**src/rtl/score_disp_pkg.sv**
```systemverilog
// score_disp_pkg: segment codes, FSM encoding and BCD helpers shared by the score display path.
package score_disp_pkg;

    localparam int BCD_DIGITS = 4;

    // Active-low segments, bit0=a .. bit6=g
    localparam logic [6:0] SEG_0     = 7'h40;
    localparam logic [6:0] SEG_1     = 7'h79;
    localparam logic [6:0] SEG_2     = 7'h24;
    localparam logic [6:0] SEG_3     = 7'h30;
    localparam logic [6:0] SEG_4     = 7'h19;
    localparam logic [6:0] SEG_5     = 7'h12;
    localparam logic [6:0] SEG_6     = 7'h02;
    localparam logic [6:0] SEG_7     = 7'h78;
    localparam logic [6:0] SEG_8     = 7'h00;
    localparam logic [6:0] SEG_9     = 7'h10;
    localparam logic [6:0] SEG_BLANK = 7'h7F;

    typedef enum logic [1:0] {
        IDLE,
        SHIFT,
        LATCH
    } state_t;

    // Double-dabble correction: any nibble >= 5 gets +3 before the shift
    function automatic logic [4*BCD_DIGITS-1:0] bcd_adjust(input logic [4*BCD_DIGITS-1:0] b);
        logic [4*BCD_DIGITS-1:0] r;
        r = b;
        for (int i = 0; i < BCD_DIGITS; i++)
            r[4*i+:4] = b[4*i+:4] >= 4'd5 ? b[4*i+:4] + 4'd3 : b[4*i+:4];
        return r;
    endfunction

endpackage

```
**src/rtl/bcd_to_seg.sv**
```systemverilog
// bcd_to_seg: one BCD digit plus blank flag to a 7-bit active-low segment pattern.
module bcd_to_seg
    import score_disp_pkg::*;
(
    input  logic [3:0] bcd_i,
    input  logic       blank_i,
    output logic [6:0] seg_o
);

    always_comb begin
        seg_o = SEG_BLANK;
        if (!blank_i)
            case (bcd_i)
                4'd0:    seg_o = SEG_0;
                4'd1:    seg_o = SEG_1;
                4'd2:    seg_o = SEG_2;
                4'd3:    seg_o = SEG_3;
                4'd4:    seg_o = SEG_4;
                4'd5:    seg_o = SEG_5;
                4'd6:    seg_o = SEG_6;
                4'd7:    seg_o = SEG_7;
                4'd8:    seg_o = SEG_8;
                4'd9:    seg_o = SEG_9;
                default: seg_o = SEG_BLANK;
            endcase
    end

endmodule

```
**src/rtl/score_seg_encoder.sv**
```systemverilog
// score_seg_encoder: sequential double-dabble of the score into a four-digit segment bus, updated atomically.
module score_seg_encoder
    import score_disp_pkg::*;
#(
    parameter int SCORE_W       = 14,
    parameter bit BLANK_LEADING = 1'b1
) (
    input  logic               clk,
    input  logic               rst_n,
    input  logic [SCORE_W-1:0] score,
    input  logic               score_valid,
    output logic               busy,
    output logic               done,
    output logic [27:0]        display_all
);

    localparam int CNT_W = $clog2(SCORE_W + 1);
    localparam int BCD_W = 4 * BCD_DIGITS;
    localparam logic [27:0] DISP_RST = BLANK_LEADING ? {SEG_BLANK, SEG_BLANK, SEG_BLANK, SEG_0}
                                                     : {SEG_0, SEG_0, SEG_0, SEG_0};

    state_t             state_q;
    logic               busy_q, done_q, pend_q;
    logic [SCORE_W-1:0] pend_val_q, bin_q, src, sat_d;
    logic [BCD_W-1:0]   bcd_q, bcd_d;
    logic [CNT_W-1:0]   cnt_q;
    logic [27:0]        disp_q, disp_d;
    logic [3:0]         blank;

    // A fresh request in the same cycle beats an older pending one
    assign src   = score_valid ? score : pend_val_q;
    assign sat_d = 32'(src) > 32'd9999 ? SCORE_W'(9999) : src;
    assign bcd_d = bcd_adjust(bcd_q);

    always_comb begin
        blank    = '0;
        blank[3] = BLANK_LEADING && bcd_q[15:12] == 4'd0;
        blank[2] = blank[3] && bcd_q[11:8] == 4'd0;
        blank[1] = blank[2] && bcd_q[7:4] == 4'd0;
    end

    for (genvar i = 0; i < BCD_DIGITS; i++) begin : g_seg
        bcd_to_seg u_seg (
            .bcd_i  (bcd_q[4*i+:4]),
            .blank_i(blank[i]),
            .seg_o  (disp_d[7*i+:7])
        );
    end

    always_ff @(posedge clk or negedge rst_n) begin
        if (!rst_n) begin
            state_q    <= IDLE;
            busy_q     <= 1'b0;
            done_q     <= 1'b0;
            pend_q     <= 1'b0;
            pend_val_q <= '0;
            bin_q      <= '0;
            bcd_q      <= '0;
            cnt_q      <= '0;
            disp_q     <= DISP_RST;
        end else begin
            done_q <= 1'b0;
            case (state_q)
                IDLE: begin
                    if (score_valid || pend_q) begin
                        bin_q   <= sat_d;
                        bcd_q   <= '0;
                        cnt_q   <= '0;
                        pend_q  <= 1'b0;
                        busy_q  <= 1'b1;
                        state_q <= SHIFT;
                    end
                end
                SHIFT: begin
                    {bcd_q, bin_q} <= {bcd_d[BCD_W-2:0], bin_q, 1'b0};
                    cnt_q          <= cnt_q + CNT_W'(1);
                    if (cnt_q == CNT_W'(SCORE_W - 1))
                        state_q <= LATCH;
                    if (score_valid) begin
                        pend_q     <= 1'b1;
                        pend_val_q <= score;
                    end
                end
                LATCH: begin
                    disp_q  <= disp_d;
                    done_q  <= 1'b1;
                    busy_q  <= pend_q || score_valid;
                    state_q <= IDLE;
                    if (score_valid) begin
                        pend_q     <= 1'b1;
                        pend_val_q <= score;
                    end
                end
                default: state_q <= IDLE;
            endcase
        end
    end

    assign busy        = busy_q;
    assign done        = done_q;
    assign display_all = disp_q;

endmodule

```
**config.mk**
```make
export PLATFORM = sky130hd
export DESIGN_NAME = score_seg_encoder
export DESIGN_NICKNAME = d
export VERILOG_FILES = /design/src/rtl/score_disp_pkg.sv /design/src/rtl/bcd_to_seg.sv /design/src/rtl/score_seg_encoder.sv
export SDC_FILE = /design/constraint.sdc
export NUM_CORES = 1
export LEC_CHECK = 0
export CORE_UTILIZATION = 60
export CTS_CLUSTER_DIAMETER = 40
export CTS_CLUSTER_SIZE = 8
export DETAILED_ROUTE_END_ITERATION = 10
export PLACE_DENSITY = 0.93
export SYNTH_ARGS = -nofsm -noshare
export SYNTH_HDL_FRONTEND = slang
export SYNTH_SLANG_ARGS = --single-unit
```
**constraint.sdc**
```tcl
create_clock -name clk -period 3.2 [get_ports clk]
set_input_delay 0.32 -clock clk [delete_from_list [all_inputs] [get_ports clk]]
set_output_delay 0.32 -clock clk [all_outputs]
set_load 0.01 [all_outputs]
```
==> metrics <==
outcome=finished clean; Tot Pwr=approximately 5.2 mW; M1 WL=3790 um; vias in the first global route=~3600; Mean Syn Cell Area=9.77 um^2; max_cap viols=0; DPL Wire Length=6560 um; total grt overflow=0; ratio of cells with drive above 1 in the final layout=0.139; CTS tree=done; delay of the slowest critical-path stage=0.77 ns; Gate Count Post-Synth=462; fmax=0.453 GHz; WS Path Type=reg -> reg; fin. max-slew vios=0; starting DRC count in detailed routing=between 200 and 300; PwrDens=1010 nW/um^2; number of placed I/O pins=47; CTS Hold Buffers Added=0; vias per cell=5.91; Post-synth EDFFs=0; Yosys top cell by area=dfrtp_1; Setup Buffers After CTS=0; DRC Markers=0; Storage cell area=2050 um^2; Sw Ratio=0.388; synth warn=0; crit path cell chain=inv_1 > ha_1 > o21ai_2 > nor2b_1 > a31oi_1; Max clock buf depth=2; clock sink count=~80; Synth Register Bits=81; Setup-failing EPs final=0; worst-skew pair later-pin latency=between 0.3 and 0.4 ns; Slew @ Worst Pin=0.989 ns; ys async rst share=1.00; Internal=3.21 mW; main area contributors after synthesis=dfrtp_1, dfstp_2, ha_1, mux2_2, o21ai_0; distinct cell type count of the synthesized netlist=52; # diodes=0; 1st-pass router iterations=5; cts bufs inserted=9; Crit Path Max Fanout=21; RR Startpoint=state_q[1]; crit path buf inv count=1; final worst-path cycle share=0.690; via count=3560; Die Y-Extent=88.7 um; max_slew headroom=0.341; reg-to-reg slack, setup=0.99 ns; max layer used=met4; routed length per instance=15.2 um; cell family with most CP delay=compound AO/OA/AOI/OAI gates; leakage=2.21 nW; pre-CTS setup slack=0.952 ns; Clock transition at path regs=0.08 ns; Mapped Nets=approximately 510; Worst Skew=0.00609 ns; sequential share of the synthesized area=0.455; WP data arrival=2.48 ns; area occupied by multi-input gates=2200 um^2; # resized after CTS=0; Worst Hold Class=in -> async; Clk pwr share=0.158; port buffer count=46; share of Yosys cell area claimed by the top area cell type=0.327; antenna-violating nets left=0; total track usage=0.255; Worst Reg-to-Reg Cells=5; final-layout fill cell count=521; NumNets Final=541; unrepaired setup endpoints after global routing=no; Worst Slack Setup Final=0.993 ns; Layout area overhead=15.4%; final setup TNS=0 ns; power share of the sequential group=0.372; global-route wire length before repair=15400 um; met3 WL=416 um; Switch Pwr=2.03 mW; # rows=31; Final Wtd Congestion=0.939; largest net degree at the start of global routing=82; CP Data Required Time=3.47 ns; VDD IR max=0.574 mV; WL final=~9000 um; Root Buffer=clkbuf_8; die area=7870 um^2; combinational share of power=0.471; Slowest-stage cell, CP=o21ai_2; initial antenna violation count=0; Die X-Extent=88.7 um; synthesized cell area=approximately 4500 um^2; fin crit period=around 2.2 ns; final hold violation count=0; Starting Density=0.622; FF-to-FF End=bin_q[3]; DR WL met2=4810 um; Core ar.=7250 um^2; top_reg_cell synth=dfrtp_1; CP startpoint kind=flip-flop; H-tree levels=3; Worst setup EP type=flip-flop
[per-layer routing]
layer,up-vias,track usage
met3,16,0.0560
met4,0,0.0997
met5,-,0
li1,1715,-
met2,106,0.464
met1,1723,0.290
[power by group through the flow]
stage	Combinational, mW	Clock, mW	Sequential, mW
after global routing	2.73	0.880	2.01
final	2.47	0.826	1.95
after CTS	2.47	0.838	1.95
after global placement	2.32	0	1.93
after floorplan	1.70	0	1.93
after detailed placement	2.44	0	1.97
[cells in the mapped netlist, drive strengths merged, types with 4 or more instances]
cell     n
nand2   30
nor2    32
mux2i    9
a22oi    7
o211ai   6
nand2b   5
o21ai   39
inv     32
o22a    11
nor3b    6
clkbuf  16
xnor2    6
a31oi    9
a211oi   7
dfstp   22
nor4     4
nor3    15
mux2    18
a22o     7
nand3   12
dfrtp   59
a21oi   34
nor2b   16
ha      26
buf      9
[worst max-delay path by stage]
| stage | start | to | depth (start not counted) |
|---|---|---|---|
| after global placement | score_valid | bin_q[1] | 6 |
| after detailed placement | score_valid | bin_q[3] | 6 |
| after CTS | state_q[1] | bin_q[3] | 5 |
| final | state_q[1] | bin_q[3] | 5 |
| after global routing | state_q[1] | bin_q[3] | 5 |
| after floorplan | state_q[0] | bin_q[11] | 8 |
[registers in the layout (all words and copies together), names as in the netlist]
signal	flops
cnt_q	4
pend_q	1
bcd_q	16
display_all	28
bin_q	14
pend_val_q	14
done	1
busy	1
state_q	2
[logic make-up after synthesis]
group,count (synthesis),share of synthesized area
mux,27,0.0649
xor+xnor,6,0.0116
flops,81,0.455
simple gates,128,0.142
fa+ha+maj,26,0.0721
buf+inv,57,0.0574
compound gates,137,0.196
[metrics by stage]
step | std cells | area (um^2) | utilization | hold WS (ns)
final | 602 | 5200 | 0.718 | 0.131
after global routing | 602 | 5200 | 0.718 | 0.213
after CTS | 602 | 5200 | 0.718 | 0.168
after detailed placement | 586 | 4980 | 0.687 | 0.464
after global placement | 586 | 4980 | 0.687 | 0.459
after floorplan | 462 | 4510 | - | 0.0244
[placed cells by master (no fill, tap or decap), drive strengths merged, types with 2 or more instances in the layout]
cell / n
nand2b: 5
a21o: 2
o211ai: 6
or3b: 3
o22a: 11
a22oi: 7
o221ai: 2
clkinv: 3
a221o: 2
a22o: 7
ha: 26
o21a: 3
bufinv: 2
nor2b: 16
nor2: 32
mux2i: 9
a222oi: 2
clkbuf: 11
nor3: 15
o21ai: 39
a21oi: 34
mux2: 18
nand3: 12
a31oi: 9
clkdlybuf4s50: 45
inv: 32
buf: 5
xnor2: 6
nor4: 4
nand2: 30
nor3b: 6
dfstp: 22
a211oi: 7
and2: 2
dfrtp: 59
[layout make-up]
cell class | instances | area share
clock buffer | 11 | 0.0272
clock inverter | 5 | 0.0151
inverter | 32 | 0.0231
multi-input combinational | 324 | 0.422
sequential | 81 | 0.395
tap | 99 | 0.0238
timing repair buffer | 50 | 0.0938
Note: power is estimated with default switching activity, not from simulation.
